File: config.mk
export PLATFORM = sky130hd
export DESIGN_NAME = div_iter
export DESIGN_NICKNAME = d
export VERILOG_FILES = /design/src/rtl/div_iter_pkg.sv /design/src/rtl/div_iter.sv
export SDC_FILE = /design/constraint.sdc
export NUM_CORES = 1
export LEC_CHECK = 0
export ABC_AREA = 0
export CORE_UTILIZATION = 35
export CTS_CLUSTER_SIZE = 30
export DETAILED_ROUTE_END_ITERATION = 8
export GPL_ROUTABILITY_DRIVEN = 0
export PLACE_DENSITY_LB_ADDON = 0.3
export SLEW_MARGIN = 20
export SYNTH_ARGS = -nofsm -noshare
export SYNTH_HDL_FRONTEND = slang
export SYNTH_SLANG_ARGS = --single-unit
File: constraint.sdc
create_clock -name clk -period 3.7 [get_ports clk]
set_input_delay 0.74 -clock clk [delete_from_list [all_inputs] [get_ports clk]]
set_output_delay 0.74 -clock clk [all_outputs]
set_load 0.01 [all_outputs]
File: src/rtl/div_iter_pkg.sv
`default_nettype none
// ============================================================================
// Module   : div_iter_pkg
// Brief    : Shared constants and state encoding for the iterative divider.
// Revision : 1.0 - initial release
// ============================================================================
package div_iter_pkg;

  // Default operand/result width of the divider.
  localparam int DIV_WIDTH = 32;

  // Iteration counter width; wide enough to count WIDTH iterations.
  localparam int CNT_W = 6;

  // Divider control states.
  typedef enum logic [1:0] {
    ST_IDLE  = 2'd0,
    ST_CALC  = 2'd1,
    ST_FIXUP = 2'd2
  } div_state_e;

endpackage : div_iter_pkg
`default_nettype wire

File: src/rtl/div_iter.sv
`default_nettype none
// ============================================================================
// Module   : div_iter
// Brief    : Restoring radix-2 divider, one quotient bit per cycle, with
//            signed (DIV) and unsigned (DIVU) modes, abort and sign fixup.
// Revision : 1.0 - initial release
// ============================================================================
module div_iter
  import div_iter_pkg::*;
#(
  parameter int WIDTH = DIV_WIDTH
) (
  input  logic             clk,
  input  logic             resetn,
  input  logic [WIDTH-1:0] opA,
  input  logic [WIDTH-1:0] opB,
  input  logic             is_signed,
  input  logic             start,
  input  logic             squashn,
  output logic             busy,
  output logic             done,
  output logic [WIDTH-1:0] hi,
  output logic [WIDTH-1:0] lo
);

  // Conditional two's-complement negate at WIDTH+1 bits, so that the
  // magnitude of the most negative operand stays representable.
  function automatic logic [WIDTH:0] cneg(input logic [WIDTH:0] x, input logic en);
    return en ? (~x + (WIDTH+1)'(1)) : x;
  endfunction

  div_state_e       state_q, state_d;
  logic [CNT_W-1:0] cnt_q, cnt_d;
  logic [WIDTH:0]   rem_q, rem_d;       // partial remainder
  logic [WIDTH-1:0] quo_q, quo_d;       // dividend shifting out, quotient shifting in
  logic [WIDTH:0]   dvs_q, dvs_d;       // divisor magnitude
  logic             sign_a_q, sign_a_d;
  logic             sign_b_q, sign_b_d;
  logic             signed_q, signed_d;
  logic             done_q, done_d;
  logic [WIDTH-1:0] hi_q, hi_d;
  logic [WIDTH-1:0] lo_q, lo_d;

  logic             a_neg, b_neg;
  logic [WIDTH:0]   a_mag, b_mag;
  logic [WIDTH:0]   shifted;
  logic [WIDTH+1:0] diff;
  logic             q_bit;
  logic             dvs_zero;
  logic [WIDTH:0]   q_fix, r_fix;
  logic             unused_bits;

  // Operand magnitudes, formed from the live inputs for capture at start.
  assign a_neg = is_signed & opA[WIDTH-1];
  assign b_neg = is_signed & opB[WIDTH-1];
  assign a_mag = cneg({a_neg, opA}, a_neg);
  assign b_mag = cneg({b_neg, opB}, b_neg);

  // One restoring step: shift in the next dividend bit, trial-subtract.
  assign shifted = {rem_q[WIDTH-1:0], quo_q[WIDTH-1]};
  assign diff    = {1'b0, shifted} - {1'b0, dvs_q};
  assign q_bit   = ~diff[WIDTH+1];

  // Sign fixup. A zero divisor keeps the all-ones quotient and, because the
  // remainder is negated back, returns the dividend unmodified.
  assign dvs_zero = (dvs_q == '0);
  assign q_fix    = cneg({1'b0, quo_q}, signed_q & (sign_a_q ^ sign_b_q) & ~dvs_zero);
  assign r_fix    = cneg(rem_q, signed_q & sign_a_q);

  // Top bits that are provably zero or discarded after truncation.
  assign unused_bits = ^{rem_q[WIDTH], a_mag[WIDTH], q_fix[WIDTH], r_fix[WIDTH]};

  // Next-state and datapath control.
  always_comb begin
    state_d  = state_q;
    cnt_d    = cnt_q;
    rem_d    = rem_q;
    quo_d    = quo_q;
    dvs_d    = dvs_q;
    sign_a_d = sign_a_q;
    sign_b_d = sign_b_q;
    signed_d = signed_q;
    hi_d     = hi_q;
    lo_d     = lo_q;
    done_d   = 1'b0;

    case (state_q)
      ST_IDLE: begin
        if (start && squashn) begin
          state_d  = ST_CALC;
          cnt_d    = '0;
          rem_d    = '0;
          quo_d    = a_mag[WIDTH-1:0];
          dvs_d    = b_mag;
          sign_a_d = a_neg;
          sign_b_d = b_neg;
          signed_d = is_signed;
        end
      end
      ST_CALC: begin
        if (!squashn) begin
          state_d = ST_IDLE;
        end else begin
          rem_d = q_bit ? diff[WIDTH:0] : shifted;
          quo_d = {quo_q[WIDTH-2:0], q_bit};
          cnt_d = cnt_q + CNT_W'(1);
          if (cnt_q == CNT_W'(WIDTH-1)) begin
            cnt_d   = '0;
            state_d = ST_FIXUP;
          end
        end
      end
      ST_FIXUP: begin
        state_d = ST_IDLE;
        if (squashn) begin
          lo_d   = q_fix[WIDTH-1:0];
          hi_d   = r_fix[WIDTH-1:0];
          done_d = 1'b1;
        end
      end
      default: state_d = ST_IDLE;
    endcase
  end

  // State and datapath registers; reset clears everything.
  always_ff @(posedge clk or negedge resetn) begin
    if (!resetn) begin
      state_q  <= ST_IDLE;
      cnt_q    <= '0;
      rem_q    <= '0;
      quo_q    <= '0;
      dvs_q    <= '0;
      sign_a_q <= 1'b0;
      sign_b_q <= 1'b0;
      signed_q <= 1'b0;
      done_q   <= 1'b0;
      hi_q     <= '0;
      lo_q     <= '0;
    end else begin
      state_q  <= state_d;
      cnt_q    <= cnt_d;
      rem_q    <= rem_d;
      quo_q    <= quo_d;
      dvs_q    <= dvs_d;
      sign_a_q <= sign_a_d;
      sign_b_q <= sign_b_d;
      signed_q <= signed_d;
      done_q   <= done_d;
      hi_q     <= hi_d;
      lo_q     <= lo_d;
    end
  end

  assign busy = (state_q != ST_IDLE);
  assign done = done_q;
  assign hi   = hi_q;
  assign lo   = lo_q;

endmodule : div_iter
`default_nettype wire

Yosys cells after proc, flatten, opt, wreduce, memory -nomap -nowiden

Cells that the tools add are included.

Register bits: 173
Bits of input ports: 69
Output and inout port bits: 66
Logic and storage cells: 65

$add $sub $neg: 6
Equality and inequality tests: 6
Muxes and demuxes: 21
Bitwise operators: 12
Reduce and logical (&&, ||, !) cells: 9

Operators by type and width:

| cell                    | count |
|---|---|
| $mux W32                | 8 |
| $pmux W32 S2            | 2 |
| $add A32 B1 Y32 const B | 3 |
| $not A32 Y32            | 3 |
| $sub A33 B33 Y34        | 1 |
| $add A33 B1 Y33 const B | 1 |
| $logic_not A33 Y1       | 1 |
| $mux W33                | 1 |
| $not A33 Y33            | 1 |
| $mux W6                 | 3 |
| $pmux W6 S2             | 1 |
| $add A6 B1 Y6 const B   | 1 |
| $eq A6 B5 Y1 const B    | 1 |
| $mux W2                 | 3 |
| $reduce_and A2 Y1       | 3 |
| $and A1 B1 Y1           | 5 |
| $ne A2 B2 Y1 const B    | 2 |
| $pmux W2 S2             | 1 |
| $reduce_bool A2 Y1      | 2 |
| $ne A3 B3 Y1 const B    | 1 |
| $reduce_and A3 Y1       | 1 |
| $eq A2 B1 Y1 const B    | 1 |
| $eq A2 B2 Y1 const B    | 1 |
| $logic_not A2 Y1        | 1 |
| other kinds (4)         | 6 |

Depth between registers and ports, before layout

Gate-level depths: netlist of the first run.

Word-level depth: 5
Depth in mapped cells: 13
Mapped depth without buffers: 12

Worst setup path after synthesis of the first run

OpenSTA, ideal clock, no wires.

Path type: reg-to-reg
Start: register rem_q[6]
End: register rem_q[2]
Setup time: 0.122 ns
Arrival: 2.910 ns
Data required time: 3.578 ns
Path slack: 0.669 ns
Stages on the path, launching flop included: 12
Path buffers: 2
Clock period less this slack: 3.031 ns
Path through: dfrtp_1 > ha_1 > buf_4 > nand4_1 > a211oi_2 > a31oi_1 > a211o_1 > a2111o_1 > a211oi_4 > buf_6 > o21ai_1 > a32o_1

Longest elaborated chain between the ends: 4

Ends and longest elaborated chain:

| item                   | line            | text |
|---|---|---|
| start, declared        | div_iter.sv:34  | `logic [WIDTH:0] rem_q, rem_d;` |
| start signal, assigned | div_iter.sv:142 | `rem_q <= rem_d;` |
| $sub A33 B33 Y34       | div_iter.sv:61  | `assign diff = {1'b0, shifted} - {1'b0, dvs_q};` |
| $mux W32               | div_iter.sv:104 | `rem_d = q_bit ? diff[WIDTH:0] : shifted;` |
| $mux W32               | div_iter.sv:101 | `if (!squashn) begin` |
| $pmux W32 S2           | div_iter.sv:87  | `case (state_q)` |

No other way between the ends. The select of a mux whose other input is x is not followed.
A chain may end at the register's enable or synchronous reset.

Worst setup path in the final report of the first run

Start: register dvs_q[1]
End: register rem_q[31]

Longest elaborated chain between the ends: 4

Ends and longest elaborated chain:

| item                   | line            | text |
|---|---|---|
| start, declared        | div_iter.sv:36  | `logic [WIDTH:0] dvs_q, dvs_d;` |
| start signal, assigned | div_iter.sv:144 | `dvs_q <= dvs_d;` |
| $sub A33 B33 Y34       | div_iter.sv:61  |  |
| $mux W32               | div_iter.sv:104 |  |
| $mux W32               | div_iter.sv:101 |  |
| $pmux W32 S2           | div_iter.sv:87  |  |

No other way between the ends. The select of a mux whose other input is x is not followed.

==> results of run 1 <==
-- kinds of logic (layout without fill, tap and decap cells) --
family,Yosys count,count (layout),share of synthesized area
AO/OA/AOI/OAI,421,421,0.223
XOR/XNOR,137,137,0.105
buffers and inverters,127,258,0.0447
multiplexers,3,3,0.00275
AND/OR/NAND/NOR,489,489,0.201
flip-flops,173,173,0.380
adder cells (fa/ha/maj),39,39,0.0435
-- stage by stage --
stage          area [µm²]  std cells
4_1_cts             13900       1955
2_1_floorplan       11400       1389
3_5_place_dp        13300       1923
6_report            13900       1955
5_1_grt             13900       1955
3_3_place_gp        13300       1923
-- worst max-delay path, stage by stage (launching register included) --
cell                       delay (ns)
sky130_fd_sc_hd__dfrtp_1         0.40
sky130_fd_sc_hd__inv_1           0.13
sky130_fd_sc_hd__ha_1            0.30
sky130_fd_sc_hd__nor2b_1         0.15
sky130_fd_sc_hd__o31a_1          0.21
sky130_fd_sc_hd__a31oi_1         0.16
sky130_fd_sc_hd__a211o_1         0.34
sky130_fd_sc_hd__a2111o_1        0.49
sky130_fd_sc_hd__a211oi_4        0.32
sky130_fd_sc_hd__buf_12          0.19
sky130_fd_sc_hd__nor2_1          0.16
sky130_fd_sc_hd__o31ai_1         0.36
-- flip-flops by register name, indices dropped and copies added (netlist names) --
name	count
state_q	2
sign_a_q	1
quo_q	32
hi	32
dvs_q	33
signed_q	1
lo	32
sign_b_q	1
rem_q	32
done	1
cnt_q	6
-- how the worst max path moves through the flow --
stage	endpoint	start
2_1_floorplan	rem_q[2]	rem_q[6]
3_3_place_gp	quo_q[30]	opA[8]
3_5_place_dp	quo_q[30]	opA[8]
4_1_cts	rem_q[8]	rem_q[19]
5_1_grt	rem_q[8]	rem_q[19]
6_report	rem_q[31]	dvs_q[1]
-- power by group through the flow --
stage                     combinational [mW]  sequential [mW]  clock [mW]
final                                   4.89             2.80        1.77
after global placement                  4.73             2.80           0
after floorplan                         3.63             2.64           0
after global routing                    5.47             2.85        1.88
after CTS                               4.85             2.78        1.81
after detailed placement                4.82             2.81           0
-- routing by layer --
metal	up-vias	GRT usage	share of wire
met5	-	0	0
met4	0	0.0571	0.019
met3	38	0.0369	0.064
met2	328	0.279	0.41
met1	4809	0.304	0.51
li1	5162	-	-
-- cell type report --
cell class / instances / share of cell area
multi-input cells: 1089 / 0.473
flip-flops and latches: 173 / 0.311
repair buffers: 170 / 0.120
well taps: 435 / 0.0391
clock buffers: 20 / 0.0328
inverters: 56 / 0.0151
clock inverters: 12 / 0.00819
-- cell usage in the layout (no fill, tap or decap), types with 14 or more instances in the layout --
cell and instances:
sky130_fd_sc_hd__nand4_1 23, sky130_fd_sc_hd__buf_4 31, sky130_fd_sc_hd__clkbuf_16 17, sky130_fd_sc_hd__xor2_1 76, sky130_fd_sc_hd__ha_1 38, sky130_fd_sc_hd__o21ai_0 178
sky130_fd_sc_hd__xnor2_1 61, sky130_fd_sc_hd__nor3_1 24, sky130_fd_sc_hd__dfrtp_1 173, sky130_fd_sc_hd__nor4_1 18, sky130_fd_sc_hd__nand2_1 224, sky130_fd_sc_hd__nor2_1 85
sky130_fd_sc_hd__a21o_1 14, sky130_fd_sc_hd__o31ai_1 26, sky130_fd_sc_hd__clkdlybuf4s50_1 133, sky130_fd_sc_hd__a21oi_1 94, sky130_fd_sc_hd__nand3_1 25, sky130_fd_sc_hd__o211ai_1 19
sky130_fd_sc_hd__inv_1 56, sky130_fd_sc_hd__or3_1 31
==> impl_results.html, run 1 <==
<table>
<tr><th>Metric</th><th>Value</th></tr>
<tr><th colspan="2">STA</th></tr>
<tr><td>Worst hold margin</td><td>around 0.33 ns</td></tr>
<tr><td>Accumulated negative setup slack</td><td>0 ns</td></tr>
<tr><td>Layout Skew</td><td>0.0182 ns</td></tr>
<tr><td>Headroom to the max-slew limit</td><td>0.364</td></tr>
<tr><td>Max-slew violation count</td><td>0</td></tr>
<tr><td>Period utilisation layout</td><td>0.904</td></tr>
<tr><td>Final critical-path required period</td><td>about 3.3 ns</td></tr>
<tr><td>Post-route setup slack</td><td>0.356 ns</td></tr>
<tr><td>Setup repair after global routing missed its margin</td><td>false</td></tr>
<tr><td>Upper clock frequency limit</td><td>approximately 300 MHz</td></tr>
<tr><td>Number of setup violations in the final report</td><td>0</td></tr>
<tr><td>Final Hold Vio Count</td><td>0</td></tr>
<tr><td>Transition time at the pin with the least slew margin</td><td>0.954 ns</td></tr>
<tr><th colspan="2">Final layout</th></tr>
<tr><td>Diodes inserted</td><td>0</td></tr>
<tr><td>Area of the multi-input gates</td><td>around 6600 µm²</td></tr>
<tr><td>Proportion of layout cells with a drive suffix above 1</td><td>0.0586</td></tr>
<tr><td>Layout filler cell count</td><td>3146</td></tr>
<tr><td>Post-synthesis to final-layout area growth</td><td>22.1%</td></tr>
<tr><td>Final cell utilization of the core</td><td>0.437</td></tr>
<tr><td>Total area of sequential cells</td><td>about 4300 µm²</td></tr>
<tr><td>Net count, final</td><td>between 1.5k and 2k</td></tr>
<tr><th colspan="2">Global routing</th></tr>
<tr><td>Vias in the first global route</td><td>a little under 10k</td></tr>
<tr><td>Number of antenna violations at the first check in global routing</td><td>0</td></tr>
<tr><td>Combined global-route utilization of all metal layers</td><td>0.198</td></tr>
<tr><td>GR Overflow Total</td><td>0</td></tr>
<tr><td>First-pass GRT wire length</td><td>52.3 mm</td></tr>
<tr><td>Largest net degree at the start of global routing</td><td>between 80 and 90</td></tr>
<tr><th colspan="2">Placement</th></tr>
<tr><td>Hpwl dp</td><td>24.3 mm</td></tr>
<tr><td>Number of buffers added on ports</td><td>approximately 130</td></tr>
<tr><td>Post-Place Setup Slack</td><td>around 0.1 ns</td></tr>
<tr><th colspan="2">Clock tree</th></tr>
<tr><td>Sinks on the clock net</td><td>~170</td></tr>
<tr><td>Clock Root Buffer</td><td>sky130_fd_sc_hd__clkbuf_16</td></tr>
<tr><td>Max clock buf depth</td><td>2</td></tr>
<tr><td>Clock H-tree levels</td><td>4</td></tr>
<tr><td>Post-cts repair resize count</td><td>0</td></tr>
<tr><td>Clock-pin slew on the worst setup and hold paths</td><td>roughly 0.070 ns</td></tr>
<tr><td>Number of buffers inserted by hold repair at cts</td><td>0</td></tr>
<tr><td>Clock latency on the worst-skew pair</td><td>0.45 ns</td></tr>
<tr><td>Setup Fix Bufs, Post-CTS</td><td>0</td></tr>
<tr><td>TritonCTS clock tree</td><td>done</td></tr>
<tr><td>Cts bufs inserted</td><td>17</td></tr>
<tr><th colspan="2">Power and ir drop</th></tr>
<tr><td>Power density relative to cell area</td><td>680 nW/µm²</td></tr>
<tr><td>Sw Ratio</td><td>0.449</td></tr>
<tr><td>Max VDD drop</td><td>0.452 mV</td></tr>
<tr><td>Sequential share of power</td><td>0.296</td></tr>
<tr><td>Design internal power</td><td>between 5 and 6 mW</td></tr>
<tr><td>Combinational power share</td><td>0.517</td></tr>
<tr><td>Portion of total power attributed to the clock network</td><td>0.187</td></tr>
<tr><td>Total power consumption of the routed design</td><td>roughly 9.5 mW</td></tr>
<tr><td>Total leakage power</td><td>between 5 and 6 nW</td></tr>
<tr><td>NetSw</td><td>~4.2 mW</td></tr>
<tr><th colspan="2">Route</th></tr>
<tr><td>Routed via count divided by cell count</td><td>5.29</td></tr>
<tr><td>DRC marker count from the first detailed-route iteration</td><td>724</td></tr>
<tr><td>Routed wirelength normalized by instance count</td><td>16.5 µm</td></tr>
<tr><td>DRC viols</td><td>0</td></tr>
<tr><td>DRT Wirelength</td><td>approximately 32 mm</td></tr>
<tr><td>Antenna viol nets, final</td><td>0</td></tr>
<tr><td>DRT Pass-1 Iters</td><td>5</td></tr>
<tr><td>Via count of the routed design</td><td>10.3k</td></tr>
<tr><th colspan="2">Logic synthesis</th></tr>
<tr><td>Post-synth top cells</td><td>sky130_fd_sc_hd__nand2_1, sky130_fd_sc_hd__o21ai_0, sky130_fd_sc_hd__dfrtp_1, sky130_fd_sc_hd__a21oi_1, sky130_fd_sc_hd__nor2_1</td></tr>
<tr><td>Sequential cell area fraction in the yosys report</td><td>0.380</td></tr>
<tr><td>Dominant cell type by area after synthesis</td><td>sky130_fd_sc_hd__dfrtp_1</td></tr>
<tr><td>Top FF cell, synth</td><td>sky130_fd_sc_hd__dfrtp_1</td></tr>
<tr><td>Mapped cell area</td><td>11400 µm²</td></tr>
<tr><td>Most repeated cell in the gate-level netlist after synthesis</td><td>sky130_fd_sc_hd__nand2_1</td></tr>
<tr><td>Share of synthesized flip-flops with an asynchronous set or reset</td><td>1.00</td></tr>
<tr><td>Most area-consuming cells after synthesis</td><td>sky130_fd_sc_hd__dfrtp_1, sky130_fd_sc_hd__o21ai_0, sky130_fd_sc_hd__nand2_1</td></tr>
<tr><td>Flops &amp; latches, synth</td><td>between 150 and 200</td></tr>
<tr><td>Number of enable flip-flop cells after synthesis</td><td>0</td></tr>
<tr><td>Number of nets produced by synthesis</td><td>1497</td></tr>
<tr><td>Synth Instances</td><td>around 1.4k</td></tr>
<tr><td>Number of synthesis warnings</td><td>0</td></tr>
<tr><td>Post-synthesis area per instance</td><td>roughly 8 µm²</td></tr>
<tr><td>Count of different cell masters after synthesis</td><td>71</td></tr>
<tr><td>Proportion of netlist area held by the largest area contributor</td><td>0.380</td></tr>
<tr><th colspan="2">Run</th></tr>
<tr><td>Total of max-cap violations</td><td>0</td></tr>
<tr><th colspan="2">Critical path</th></tr>
<tr><td>Critical path type</td><td>reg2reg</td></tr>
<tr><td>CP max FO</td><td>18</td></tr>
<tr><td>Nature of the critical path startpoint</td><td>flip-flop</td></tr>
<tr><td>Startpoint of the most critical register-to-register path</td><td>dvs_q[1]</td></tr>
<tr><td>CP Capture Type</td><td>flip-flop</td></tr>
<tr><td>Req. time, crit path</td><td>4.03 ns</td></tr>
<tr><td>R2R Setup Slk</td><td>0.36 ns</td></tr>
<tr><td>Cell depth of the worst flop-to-flop path</td><td>11</td></tr>
<tr><td>Critical Path AT</td><td>roughly 3.7 ns</td></tr>
<tr><td>Reg-to-Reg End</td><td>rem_q[31]</td></tr>
<tr><th colspan="2">Floorplanning</th></tr>
<tr><td>Chip Width</td><td>182 µm</td></tr>
<tr><td>Placeable Area</td><td>31800 µm²</td></tr>
<tr><td>Number of rows created at floorplan</td><td>65</td></tr>
<tr><td>Area enclosed by the die boundary</td><td>approximately 33000 µm²</td></tr>
<tr><td>Initial core utilization</td><td>0.358</td></tr>
<tr><td>Boundary pin count</td><td>roughly 140</td></tr>
<tr><td>DIE HEIGHT</td><td>182 µm</td></tr>
<tr><th colspan="2">Worst hold path</th></tr>
<tr><td>Path category of the worst min-delay check</td><td>in2async</td></tr>
<tr><th colspan="2">Outcome</th></tr>
<tr><td>Result of the run</td><td>finished, final reports clean</td></tr>
</table>
Power figures use the tool's default switching activity.
==> run 2: changes to the inputs <==
- DONT_BUFFER_PORTS: unset -> 1
- clock period: 3.7 -> 4.25 ns (I/O delays scaled with it)
==> impl_results.html, run 2 (synthesis results as in run 1) <==
<table>
<tr><th>Metric</th><th>Value</th></tr>
<tr><th colspan="2">Clock tree</th></tr>
<tr><td>Clock-pin slew on the worst setup and hold paths</td><td>0.08 ns (about the same)</td></tr>
<tr><td>Setup Fix Bufs, Post-CTS</td><td>0 (unchanged)</td></tr>
<tr><td>Cts bufs inserted</td><td>17 (unchanged)</td></tr>
<tr><td>Sinks on the clock net</td><td>173 (unchanged)</td></tr>
<tr><td>Max clock buf depth</td><td>2 (unchanged)</td></tr>
<tr><td>Post-cts repair resize count</td><td>0 (unchanged)</td></tr>
<tr><td>Clock H-tree levels</td><td>4 (unchanged)</td></tr>
<tr><td>TritonCTS clock tree</td><td>done</td></tr>
<tr><td>Number of buffers inserted by hold repair at cts</td><td>0 (unchanged)</td></tr>
<tr><td>Clock Root Buffer</td><td>sky130_fd_sc_hd__clkbuf_16</td></tr>
<tr><td>Clock latency on the worst-skew pair</td><td>0.44 ns (about the same)</td></tr>
<tr><th colspan="2">Run</th></tr>
<tr><td>Total of max-cap violations</td><td>0 (unchanged)</td></tr>
<tr><th colspan="2">Route</th></tr>
<tr><td>DRC marker count from the first detailed-route iteration</td><td>994 (+37%)</td></tr>
<tr><td>Routed wirelength normalized by instance count</td><td>17.3 µm (+5.0%)</td></tr>
<tr><td>Via count of the routed design</td><td>9632 (-6.8%)</td></tr>
<tr><td>DRT Pass-1 Iters</td><td>5 (unchanged)</td></tr>
<tr><td>Antenna viol nets, final</td><td>0 (unchanged)</td></tr>
<tr><td>DRT Wirelength</td><td>31.1 mm (-3.6%)</td></tr>
<tr><td>Routed via count divided by cell count</td><td>5.37 (+1.5%)</td></tr>
<tr><td>DRC viols</td><td>0 (unchanged)</td></tr>
<tr><th colspan="2">Final layout</th></tr>
<tr><td>Final cell utilization of the core</td><td>0.389 (-0.0486)</td></tr>
<tr><td>Largest register by flop count</td><td>dvs_q</td></tr>
<tr><td>Proportion of layout cells with a drive suffix above 1</td><td>0.0449 (-0.0137)</td></tr>
<tr><td>Final standard cell count with taps included and fillers excluded</td><td>1794 (-8.2%)</td></tr>
<tr><td>Largest register FFs</td><td>33 (unchanged)</td></tr>
<tr><td>Most common cell after layout, fill and taps aside</td><td>sky130_fd_sc_hd__nand2_1</td></tr>
<tr><td>Post-layout instance area</td><td>12400 µm² (-11%)</td></tr>
<tr><td>Top library cells by usage in the layout, fill and taps aside</td><td>sky130_fd_sc_hd__nand2_1, sky130_fd_sc_hd__o21ai_0, sky130_fd_sc_hd__dfrtp_1</td></tr>
<tr><td>Post-synthesis to final-layout area growth</td><td>8.53%</td></tr>
<tr><td>Net count, final</td><td>1454 (-10%)</td></tr>
<tr><td>Diodes inserted</td><td>0 (unchanged)</td></tr>
<tr><th colspan="2">Power and ir drop</th></tr>
<tr><td>Total power consumption of the routed design</td><td>8.13 mW (-14%)</td></tr>
<tr><td>Power density relative to cell area</td><td>658 nW/µm² (-3.3%)</td></tr>
<tr><td>Sequential share of power</td><td>0.309 (+0.013)</td></tr>
<tr><td>Sw Ratio</td><td>0.446 (-0.00289)</td></tr>
<tr><td>Combinational power share</td><td>0.484 (-0.033)</td></tr>
<tr><td>Max VDD drop</td><td>0.328 mV (-27%)</td></tr>
<tr><td>Design internal power</td><td>4.50 mW (-14%)</td></tr>
<tr><td>NetSw</td><td>3.63 mW (-15%)</td></tr>
<tr><td>Portion of total power attributed to the clock network</td><td>0.207 (+0.020)</td></tr>
<tr><td>Total leakage power</td><td>5.18 nW (-11%)</td></tr>
<tr><th colspan="2">Global routing</th></tr>
<tr><td>GR Overflow Total</td><td>0 (unchanged)</td></tr>
<tr><td>Largest net degree at the start of global routing</td><td>174 (+110%)</td></tr>
<tr><td>Combined global-route utilization of all metal layers</td><td>0.194 (-0.00448)</td></tr>
<tr><td>Number of antenna violations at the first check in global routing</td><td>0 (unchanged)</td></tr>
<tr><td>First-pass GRT wire length</td><td>51.2 mm (-2.1%)</td></tr>
<tr><td>Vias in the first global route</td><td>9299 (-4.2%)</td></tr>
<tr><th colspan="2">STA</th></tr>
<tr><td>Setup repair after global routing missed its margin</td><td>false</td></tr>
<tr><td>Headroom to the max-slew limit</td><td>0.351 (-0.0127)</td></tr>
<tr><td>Transition time at the pin with the least slew margin</td><td>0.973 ns (+0.0191 ns)</td></tr>
<tr><td>Worst hold margin</td><td>0.112 ns (-0.215 ns)</td></tr>
<tr><td>Period utilisation layout</td><td>0.868 (-0.0358)</td></tr>
<tr><td>Number of setup violations in the final report</td><td>0 (unchanged)</td></tr>
<tr><td>Layout Skew</td><td>0.0128 ns (-0.00539 ns)</td></tr>
<tr><td>Accumulated negative setup slack</td><td>0 ns (unchanged)</td></tr>
<tr><td>Upper clock frequency limit</td><td>271 MHz (-9.3%)</td></tr>
<tr><td>Max-slew violation count</td><td>0 (unchanged)</td></tr>
<tr><td>Post-route setup slack</td><td>0.562 ns (+0.205 ns)</td></tr>
<tr><td>Final critical-path required period</td><td>3.69 ns (+0.345 ns)</td></tr>
<tr><td>Final Hold Vio Count</td><td>0 (unchanged)</td></tr>
<tr><th colspan="2">Floorplanning</th></tr>
<tr><td>Boundary pin count</td><td>135 (unchanged)</td></tr>
<tr><td>Placeable Area</td><td>31800 µm² (unchanged)</td></tr>
<tr><td>Initial core utilization</td><td>0.358 (unchanged)</td></tr>
<tr><td>DIE HEIGHT</td><td>182 µm (unchanged)</td></tr>
<tr><td>Number of rows created at floorplan</td><td>65 (unchanged)</td></tr>
<tr><td>Chip Width</td><td>182 µm (unchanged)</td></tr>
<tr><td>Area enclosed by the die boundary</td><td>33300 µm² (unchanged)</td></tr>
<tr><th colspan="2">Placement</th></tr>
<tr><td>Dpl cells</td><td>1762 (-8.4%)</td></tr>
<tr><td>Post-Place Setup Slack</td><td>0.623 ns (+0.525 ns)</td></tr>
<tr><td>Hpwl dp</td><td>23.4 mm (-3.7%)</td></tr>
<tr><td>Area after detailed placement</td><td>11700 µm² (-12%)</td></tr>
<tr><td>Number of buffers added on ports</td><td>0 (-100%)</td></tr>
<tr><th colspan="2">Critical path</th></tr>
<tr><td>Req. time, crit path</td><td>4.54 ns (+0.51 ns)</td></tr>
<tr><td>List of cells traversed by the critical path</td><td>ha_1 -&gt; nand4_1 -&gt; a211oi_2 -&gt; a31oi_1 -&gt; a211o_1 -&gt; a2111o_1 -&gt; a211o_1 -&gt; a21oi_1 -&gt; o32ai_2</td></tr>
<tr><td>Critical Path AT</td><td>3.98 ns (+0.31 ns)</td></tr>
<tr><td>Critical path type</td><td>reg2reg</td></tr>
<tr><td>Slowest library cell on the worst path</td><td>sky130_fd_sc_hd__a211o_1</td></tr>
<tr><td>R2R Setup Slk</td><td>0.56 ns (+0.21 ns)</td></tr>
<tr><td>CP Capture Type</td><td>flip-flop</td></tr>
<tr><td>CP max stage delay</td><td>0.70 ns (+0.21 ns)</td></tr>
<tr><td>Most numerous cell on the critical path</td><td>sky130_fd_sc_hd__a211o_1</td></tr>
<tr><td>CP max FO</td><td>29 (+11)</td></tr>
<tr><td>Nature of the critical path startpoint</td><td>flip-flop</td></tr>
<tr><th colspan="2">Worst hold path</th></tr>
<tr><td>Path category of the worst min-delay check</td><td>in2async</td></tr>
<tr><th colspan="2">Outcome</th></tr>
<tr><td>Result of the run</td><td>finished, final reports clean</td></tr>
</table>
-- run 2: cell count changes in the layout (fill, tap and decap cells not counted), sizes merged --
cell and change:
bufinv +2, clkbuf -1, clkinvlp -5, buf -28, inv +4, clkdlybuf4s50 -133
-- run 2: area by class of cell --
cell class                      count  area, µm²
Multi-Input combinational cell   1089       6580
Fill cell                        3274      19400
Clock inverter                     13        176
Timing Repair Buffer                9       80.1
Inverter                           56        210
Sequential cell                   173       4330
Clock buffer                       19        443
Tap cell                          435        544
-- run 2: worst max-delay path: cells and delay by family (launching register included) --
family                   cells  cell delay, ns
AND/OR/NAND/NOR              1            0.20
AO/OA/AOI/OAI                7            2.37
adder cells (fa/ha/maj)      1            0.49
flip-flops                   1            0.47
-- run 2: final timing paths --
kind | cells after the start | to | from
max | 9 | rem_q[14] | rem_q[8]
min | 0 | dvs_q[7] | resetn
max reg2reg | 9 | rem_q[14] | rem_q[8]
min reg2reg | 2 | cnt_q[1] | cnt_q[1]
max in group asynchronous | 0 | rem_q[26] | resetn
min in group clk | 2 | cnt_q[1] | cnt_q[1]
-- run 2: per-layer routing --
layer | GRT usage | vias up | share of wire
li1 | - | 4859 | -
met1 | 0.303 | 4473 | 0.52
met2 | 0.262 | 266 | 0.39
met3 | 0.0385 | 34 | 0.072
met4 | 0.0571 | 0 | 0.019
met5 | 0 | - | 0
-- run 2: power groups by stage --
stage	sequential, mW	combinational, mW	clock (mW)
after CTS	2.49	3.90	1.72
after global routing	2.57	4.41	1.78
after global placement	2.50	3.86	0
final	2.51	3.93	1.68
after detailed placement	2.53	3.88	0
after floorplan	2.30	3.16	0
